**config.mk**
```make
export PLATFORM = sky130hd
export DESIGN_NAME = uart_rx_os
export DESIGN_NICKNAME = d
export VERILOG_FILES = /design/src/rtl/uart_pkg.sv /design/src/rtl/uart_sync2.sv /design/src/rtl/uart_rx_os.sv
export SDC_FILE = /design/constraint.sdc
export NUM_CORES = 1
export LEC_CHECK = 0
export BUFFER_PORTS_ARGS = -buffer_cell sky130_fd_sc_hd__buf_4
export CAP_MARGIN = 20
export CORE_MARGIN = 2
export CORE_UTILIZATION = 50
export CTS_BUF_LIST = sky130_fd_sc_hd__clkbuf_4 sky130_fd_sc_hd__clkbuf_8
export DETAILED_ROUTE_END_ITERATION = 16
export PLACE_DENSITY = 0.69
export SYNTH_ARGS = -nofsm -noshare
export SYNTH_HDL_FRONTEND = slang
export SYNTH_SLANG_ARGS = --single-unit
```
**constraint.sdc**
```tcl
create_clock -name i_Clock -period 2.9 [get_ports i_Clock]
set_input_delay 0.29 -clock i_Clock [delete_from_list [all_inputs] [get_ports i_Clock]]
set_output_delay 0.29 -clock i_Clock [all_outputs]
set_load 0.01 [all_outputs]
```
**src/rtl/uart_pkg.sv**
```systemverilog
// -----------------------------------------------------------------------------
// uart_pkg
// Shared definitions for the oversampling UART receiver:
//   - state_t              : 3-bit receiver FSM state encoding
//   - DATA_BITS            : data bits per frame (8)
//   - CLKS_PER_BIT_DEFAULT : default clocks per serial bit (50 MHz / 115200 baud)
// -----------------------------------------------------------------------------
package uart_pkg;

    localparam int DATA_BITS            = 8;
    localparam int CLKS_PER_BIT_DEFAULT = 434;

    typedef enum logic [2:0] {
        S_IDLE   = 3'd0,
        S_START  = 3'd1,
        S_DATA   = 3'd2,
        S_PARITY = 3'd3,
        S_STOP   = 3'd4,
        S_BREAK  = 3'd5
    } state_t;

endpackage

```
**src/rtl/uart_sync2.sv**
```systemverilog
// -----------------------------------------------------------------------------
// uart_sync2
// Two-flop synchronizer for an asynchronous, idle-high serial line.
// Both flops reset to 1 so a reset never looks like a start bit.
// Ports:
//   i_Clock : sampling clock (rising edge)
//   i_Reset : synchronous active-high reset
//   i_D     : asynchronous input
//   o_Q     : synchronized output
// -----------------------------------------------------------------------------
module uart_sync2 (
    input  logic i_Clock,
    input  logic i_Reset,
    input  logic i_D,
    output logic o_Q
);

    logic r_meta;
    logic r_sync;

    // NOTE: sequential state uses non-blocking assignments so both flops
    // sample their inputs from the same edge; blocking here would collapse
    // the two stages into one.
    always_ff @(posedge i_Clock) begin
        if (i_Reset) begin
            r_meta <= 1'b1;
            r_sync <= 1'b1;
        end else begin
            r_meta <= i_D;
            r_sync <= r_meta;
        end
    end

    assign o_Q = r_sync;

endmodule

```
**src/rtl/uart_rx_os.sv**
```systemverilog
// -----------------------------------------------------------------------------
// uart_rx_os
// UART receiver, 8 data bits LSB first, one stop bit, sampling each bit at its
// centre using a free bit-clock counter of CLKS_PER_BIT cycles per bit.
// Optional even parity bit is enabled by defining the macro UART_RX_PARITY_EN.
// Parameters:
//   CLKS_PER_BIT    : clocks per serial bit, even, 4..65535
// Ports:
//   i_Clock         : clock, rising edge
//   i_Reset         : synchronous active-high reset
//   i_Rx_Serial     : asynchronous serial line, idle high
//   o_Rx_DV         : one-cycle pulse, o_Rx_Byte holds a valid error-free byte
//   o_Rx_Byte       : last received byte (loaded at every stop sample)
//   o_Rx_Frame_Err  : one-cycle pulse, stop bit sampled low
//   o_Rx_Parity_Err : one-cycle pulse, even-parity mismatch (0 without parity)
//   o_Rx_Busy       : high whenever the FSM is not idle
// -----------------------------------------------------------------------------
module uart_rx_os
    import uart_pkg::*;
#(
    parameter int CLKS_PER_BIT = CLKS_PER_BIT_DEFAULT
) (
    input  logic                 i_Clock,
    input  logic                 i_Reset,
    input  logic                 i_Rx_Serial,
    output logic                 o_Rx_DV,
    output logic [DATA_BITS-1:0] o_Rx_Byte,
    output logic                 o_Rx_Frame_Err,
    output logic                 o_Rx_Parity_Err,
    output logic                 o_Rx_Busy
);

    localparam int CNT_W = $clog2(CLKS_PER_BIT);
    localparam int IDX_W = $clog2(DATA_BITS);
    localparam logic [CNT_W-1:0] HALF_M1  = CNT_W'(CLKS_PER_BIT / 2 - 1);
    localparam logic [CNT_W-1:0] FULL_M1  = CNT_W'(CLKS_PER_BIT - 1);
    localparam logic [IDX_W-1:0] LAST_BIT = IDX_W'(DATA_BITS - 1);

`ifdef UART_RX_PARITY_EN
    localparam state_t AFTER_DATA = S_PARITY;
`else
    localparam state_t AFTER_DATA = S_STOP;
`endif

    state_t               r_state;
    state_t               w_next_state;
    logic [CNT_W-1:0]     r_count;
    logic [IDX_W-1:0]     r_bit_idx;
    logic [DATA_BITS-1:0] r_shift;
    logic [DATA_BITS-1:0] r_byte;
    logic                 r_dv;
    logic                 r_fe;
    logic                 w_rx_s;
    logic                 w_half;
    logic                 w_centre;
    logic                 w_stop_sample;
    logic                 w_par_err;

    uart_sync2 u_sync (
        .i_Clock (i_Clock),
        .i_Reset (i_Reset),
        .i_D     (i_Rx_Serial),
        .o_Q     (w_rx_s)
    );

    assign w_half        = (r_count == HALF_M1);
    assign w_centre      = (r_count == FULL_M1);
    assign w_stop_sample = (r_state == S_STOP) && w_centre;

    always_ff @(posedge i_Clock) begin
        if (i_Reset) r_state <= S_IDLE;
        else         r_state <= w_next_state;
    end

    // NOTE: w_next_state gets its hold value before the case so every path
    // assigns it; a missing default here would infer a latch.
    always_comb begin
        w_next_state = r_state;
        unique case (r_state)
            S_IDLE:   if (!w_rx_s) w_next_state = S_START;
            // Half a bit in: still low means a real start bit, high was a glitch.
            S_START:  if (w_half) w_next_state = w_rx_s ? S_IDLE : S_DATA;
            S_DATA:   if (w_centre && r_bit_idx == LAST_BIT) w_next_state = AFTER_DATA;
            S_PARITY: if (w_centre) w_next_state = S_STOP;
            S_STOP:   if (w_centre) w_next_state = w_rx_s ? S_IDLE : S_BREAK;
            // Wait out a held-low line; no start detection until it is high.
            S_BREAK:  if (w_rx_s) w_next_state = S_IDLE;
            default:  w_next_state = S_IDLE;
        endcase
    end

    always_ff @(posedge i_Clock) begin
        if (i_Reset) begin
            r_count   <= '0;
            r_bit_idx <= '0;
            r_shift   <= '0;
            r_byte    <= '0;
            r_dv      <= 1'b0;
            r_fe      <= 1'b0;
        end else begin
            r_dv <= 1'b0;
            r_fe <= 1'b0;

            // Counter restarts on every state change and every bit centre, so
            // it never exceeds CLKS_PER_BIT-1 inside a bit.
            if (r_state == S_IDLE || r_state == S_BREAK ||
                w_next_state != r_state || w_centre)
                r_count <= '0;
            else
                r_count <= r_count + CNT_W'(1);

            if (r_state == S_START) begin
                r_bit_idx <= '0;
            end else if (r_state == S_DATA && w_centre) begin
                r_shift   <= {w_rx_s, r_shift[DATA_BITS-1:1]};
                r_bit_idx <= r_bit_idx + IDX_W'(1);
            end

            // Byte is exposed even on error so a bad frame can be inspected.
            if (w_stop_sample) begin
                r_byte <= r_shift;
                r_dv   <= w_rx_s & ~w_par_err;
                r_fe   <= ~w_rx_s;
            end
        end
    end

`ifdef UART_RX_PARITY_EN
    logic r_parity_bit;
    logic r_pe;

    always_ff @(posedge i_Clock) begin
        if (i_Reset) begin
            r_parity_bit <= 1'b0;
            r_pe         <= 1'b0;
        end else begin
            r_pe <= 1'b0;
            if (r_state == S_PARITY && w_centre) r_parity_bit <= w_rx_s;
            if (w_stop_sample)                   r_pe         <= w_par_err;
        end
    end

    // Even parity: data bits plus parity bit must XOR to zero.
    assign w_par_err       = ^{r_shift, r_parity_bit};
    assign o_Rx_Parity_Err = r_pe;
`else
    assign w_par_err       = 1'b0;
    assign o_Rx_Parity_Err = 1'b0;
`endif

    assign o_Rx_DV        = r_dv;
    assign o_Rx_Byte      = r_byte;
    assign o_Rx_Frame_Err = r_fe;
    assign o_Rx_Busy      = (r_state != S_IDLE);

endmodule

```
* After elaboration in Yosys (flattened, before gate mapping)
Cells that the tools add are included.
** Word-level totals
- Flip-flop bits (word level) :: 35
- Latch bits :: 0
- Bits in writable memories :: 0
- Bits in read-only memories :: 0
- Input port bits :: 3
- Output and inout bits :: 12
- Logic and storage cells :: 44
- Memories kept :: 0
** Cells by class
- Add/sub/neg operators :: 2
- $mul :: 0
- Divide/modulo/power cells :: 0
- Magnitude comparators :: 0
- Equal/unequal tests :: 9
- Shift-type cells :: 0
- Muxes and demuxes :: 9
- Bitwise operators :: 3
- Reduce and logical (&&, ||, !) cells :: 12
** Operator list (count)
- two-way mux 3 bit :: 7
- case mux 3 bit (6 select lines) :: 1
- adder 9 x 1 -> 9 bit, second input constant :: 1
- == test 3 bit, second input constant :: 3
- == test 9 x 8 -> 1 bit, second input constant :: 1
- == test 9 bit, second input constant :: 1
- == test 3 x 2 -> 1 bit, second input constant :: 2
- OR reduction 2 bit :: 3
- adder 3 x 1 -> 3 bit, second input constant :: 1
- == test 3 x 1 -> 1 bit, second input constant :: 1
- logical AND 1 bit :: 3
- zero test 3 bit :: 1
- logical OR 1 bit :: 3
- != test 3 bit :: 1
- NOT 1 bit :: 3
- nonzero test 3 bit :: 1
- two-way mux 2 bit :: 1
- AND reduction 2 bit :: 1

* Depth between registers and ports, before layout
- Word-level depth :: 8
- Mapped depth :: 7
- Depth with buffers taken out :: 6

* Hierarchy
From an unflattened synthesis, not the netlist that was laid out.
** Second synthesis, totals
- Cells, all modules :: 162
- Area, all modules :: 1579.0 um^2
** By module, submodules not included
- uart_rx_os :: instances 1, cells each 158, area each 1526.5 um^2, seq. area each 660.6 um^2
- uart_sync2 :: instances 1, cells each 4, area each 52.6 um^2, seq. area each 40.0 um^2

* Worst setup path before layout
OpenSTA, ideal clock, no wires.
- Path type :: register -> register
- Start point :: register r_count[1]
- End point :: register r_count[1]
- Setup time :: 75 ps
- Data arrival time :: 1439 ps
- Required time :: 2825 ps
- Setup slack :: 1386 ps
- Cell stages (with the launch flop) :: 7
- Path buffers :: 0
- Period minus slack after synthesis :: 1514 ps
- Cells stage by stage :: dfxtp_1 > inv_1 > ha_1 > and4b_1 > and4_4 > o311a_4 > nor3b_2
** Between the ends
- Cells in the longest elaborated chain, start to end :: 8
- Elaborated cells between the ends (all ways) :: 13
- Those cells by class :: add/sub: 1; eq/ne: 3; mux: 5; reduce/logical: 4
** Ends and longest elaborated chain
- start: declaration :: RTL line uart_rx_os.sv:47 : logic [CNT_W-1:0] r_count;
- start signal: assignment :: RTL line uart_rx_os.sv:110 : r_count <= r_count + CNT_W'(1);
- == test 9 bit :: RTL line uart_rx_os.sv:67 : assign w_centre = (r_count == FULL_M1);
- logical AND 1 bit :: RTL line uart_rx_os.sv:83 : S_DATA: if (w_centre && r_bit_idx == LAST_BIT) w_next_state = AFTER_DATA;
- two-way mux 3 bit :: RTL line uart_rx_os.sv:83
- case mux 3 bit (6 select lines) :: RTL line uart_rx_os.sv:79 : unique case (r_state)
- != test 3 bit :: RTL line uart_rx_os.sv:107 : w_next_state != r_state || w_centre)
- logical OR 1 bit :: RTL line uart_rx_os.sv:106 : if (r_state == S_IDLE || r_state == S_BREAK ||
- logical OR 1 bit :: RTL line uart_rx_os.sv:107
- OR reduction 2 bit (no line)
Parallel ways exist; a longest one is shown, timed or not.
A chain may end at the register's enable or synchronous reset.

* Worst setup path after layout
- Start point :: register r_count[0]
- End point :: register r_bit_idx[1]
** Between the ends
- Cells in the longest elaborated chain, start to end :: 2
** Ends and longest elaborated chain
- == test 9 bit :: RTL line uart_rx_os.sv:67
- logical AND 1 bit :: RTL line uart_rx_os.sv:114 : end else if (r_state == S_DATA && w_centre) begin
- end signal: assignment :: RTL line uart_rx_os.sv:116 : r_bit_idx <= r_bit_idx + IDX_W'(1);
- end: declaration :: RTL line uart_rx_os.sv:48 : logic [IDX_W-1:0] r_bit_idx;
Every way passes these cells.

==> qor.yml <==
place:
  dp_slack_ns: 0.941
  routabilityCongestion: 0.807
  io_buffers: 13
  hpwl_um: 2030
worst_setup_path:
  crit_path_max_incr_delay_ns: 0.58
  crit_path_max_fanout: 11
  r2r_end: "r_bit_idx[1]"
  crit_required_ns: 3.13
  r2r_cells: 5
  critPathTopFamily: "simple AND/OR/NAND/NOR gates"
  crit_buf_inv: 0
  rrSetupSlack_ns: 0.96
  arrival_ns: 2.17
  cp-start-kind: "flip-flop"
  critical_path.cell_chain: "ha_1 > and4b_1 > nand4_1 > mux2i_1 > nor2_1"
  crit_path_top_delay_cell: "nand4_1"
  r2r_start: "r_count[0]"
  worstSetupPathType: "reg -> reg"
  critPathCaptureType: "flip-flop"
yosys:
  syn-cell-area_um2: 1540
  synth_cell_types: 36
  synth_edf_count: 0
  ys_top_cells_by_area: "dfxtp_1, mux2i_1, nand3_1, nor2_1, ha_1"
  synth_area_per_cell_um2: 9.21
  syn-num-nets: 175
  yosysTopAreaCellShare: 0.456
  yosys.area.top_type: "dfxtp_1"
  yosysSeqAreaShare: 0.456
  ys_warn_count: 0
  synthFlopType: "dfxtp_1"
  synth_cells: 167
  synth-seq-cells: 35
  synth-async-reset-ratio: 0
final_layout:
  area_delta_synth_final_pct: 11.8
  nets: 186
  antenna_cells: 0
  final_cell_mix: "dfxtp_1, nor2_1, buf_4"
  drive_gt1_frac: 0.173
  layout_commonest_cell: "dfxtp_1"
  nFillCells: 272
job:
  maxCapViolations: 0
timing:
  fin_tns_setup_ns: 0
  setup_viol: 0
  fin_skew_ns: 0.0101
  worstMarginPinSlew_ns: 0.714
  timing.fmax_mhz: 515
  period_share: 0.670
  slew_headroom: 0.523
  rsz0062_at_grt: "no"
  hold_viol: 0
  post-route-min-period_ns: 1.94
  drv_slew: 0
  layout_setup_ws_ns: 0.957
pwr:
  internal_power_mw: 0.695
  switchingPower_mw: 0.182
  p_leak_nw: 0.713
  seqPwrFrac: 0.555
  p_per_area_nw_per_um2: 510
  swShare: 0.208
  clkPwrFrac: 0.419
  comb_power_share: 0.026
  ir_drop_mv: 0.324
floorplan:
  dieArea_um2: 3530
  core_um2: 2980
  rows: 20
  start_util: 0.516
  fp.dieW_um: 59.5
  die_height_um: 59.5
  io_pins: 15
drt:
  ant_nets: 0
  drcViolationCount: 0
  drtPass1Iterations: 4
  drt_iter0_markers: 69
  via_count: 1192
  wl_per_cell_um: 13.8
  via_per_inst: 5.62
  drt_wl_total_um: 2930
run_status:
  outcome: "completed"
clock_tree:
  cts_hold_buf: 0
  h-tree-depth: 2
  cts_tree: "done"
  cts_resized: 0
  clk_latency_ns: 0.34
  cts_root_buffer: "clkbuf_4"
  cts_buffers: 5
  cts_setup_buffers: 0
  cts_num_sinks: 35
  clk_pin_slew_ns: 0.11
  cts_buffer_depth: 2
global_route:
  grt_overflow: 0
  grt_max_degree: 26
  grt_usage: 0.182
  grt_pass1_vias: 1054
  antenna_found_initial: 0
  grt_pass1_wl_um: 4770
worst_hold_path:
  hp-class: "in -> reg"
  holdPathStages: 2
  min-delay-start: "i_Rx_Serial"
  hold_end: "u_sync.r_meta"
-- cells by family (layout without fill, tap and decap cells) --
logic type / count (synthesis) / count (layout) / synth area share
AND/OR/NAND/NOR: 70 / 70 / 0.242
flip-flops: 35 / 35 / 0.456
AO/OA/AOI/OAI: 21 / 21 / 0.0976
buffers and inverters: 17 / 29 / 0.0504
multiplexers: 10 / 10 / 0.0651
XOR/XNOR: 8 / 8 / 0.0456
adder cells (fa/ha/maj): 5 / 5 / 0.0407
other: 1 / 1 / 0.00244
-- stage by stage --
stage	cell area (um^2)	utilization	hold slack, ns	power [mW]	instances
floorplan	1540	-	0.389	0.515	167
global placement	1630	0.548	0.397	0.520	204
detailed placement	1630	0.548	0.405	0.520	204
CTS	1720	0.577	0.109	0.891	212
global route	1720	0.577	0.107	0.912	212
finish	1720	0.577	0.127	0.877	212
-- metal layers --
metal | global-route usage | up-vias | wire length (um) | share of wire
met1 | 0.222 | 565 | 1320 | 0.45
met3 | 0.0590 | 6 | 99 | 0.034
met2 | 0.292 | 18 | 1460 | 0.50
met4 | 0.0779 | 0 | 53 | 0.018
met5 | 0 | - | 0 | 0
li1 | - | 603 | - | -
-- final cells by class --
| cell class | count | area [um^2] | area share |
|---|---|---|---|
| repair buffers | 14 | 105 | 0.0611 |
| multi-input cells | 115 | 759 | 0.442 |
| clock buffers | 6 | 51.3 | 0.0298 |
| inverters | 7 | 26.3 | 0.0153 |
| well taps | 33 | 41.3 | 0.0240 |
| flip-flops and latches | 35 | 701 | 0.408 |
| clock inverters | 2 | 35.0 | 0.0204 |
-- power by group through the flow --
stage                     registers (mW)  logic [mW]  clock network, mW
after floorplan                    0.496      0.0192                  0
after global placement             0.498      0.0220                  0
after detailed placement           0.498      0.0224                  0
after CTS                          0.487      0.0226              0.382
after global routing               0.488      0.0250              0.399
final                              0.487      0.0227              0.368
-- sequential cells by signal, summed over array words and instances, names as in the netlist --
name	cells
o_Rx_Byte	8
o_Rx_DV	1
o_Rx_Frame_Err	1
r_bit_idx	3
r_count	9
r_shift	8
r_state	3
u_sync.o_Q	1
u_sync.r_meta	1
-- worst register-to-register path: stages, from the launching register on --
cell and delay [ns]:
dfxtp_1 0.41, ha_1 0.18, and4b_1 0.25, nand4_1 0.58
mux2i_1 0.36, nor2_1 0.06
-- worst max-delay path by stage --
stage,from,endpoint,slack (ns),cells after the start
5_1_grt,r_count[0],r_bit_idx[2],0.72,5
3_3_place_gp,r_count[0],r_shift[0],1.02,5
4_1_cts,r_count[0],r_bit_idx[1],0.93,5
2_1_floorplan,r_count[1],r_count[1],1.39,6
6_report,r_count[0],r_bit_idx[1],0.96,5
3_5_place_dp,r_count[0],r_bit_idx[1],0.94,5
-- cells in the mapped netlist (3+ instances only) --
library cell and n:
nand2_1 13, ha_1 5, dfxtp_1 35, a21oi_1 12, clkbuf_1 3, xnor2_1 5, nor2_1 17, inv_1 7
xor2_1 3, mux2i_1 10, buf_2 3, nor3_1 11, nand3_1 13
(Power assumes the default switching activity.)
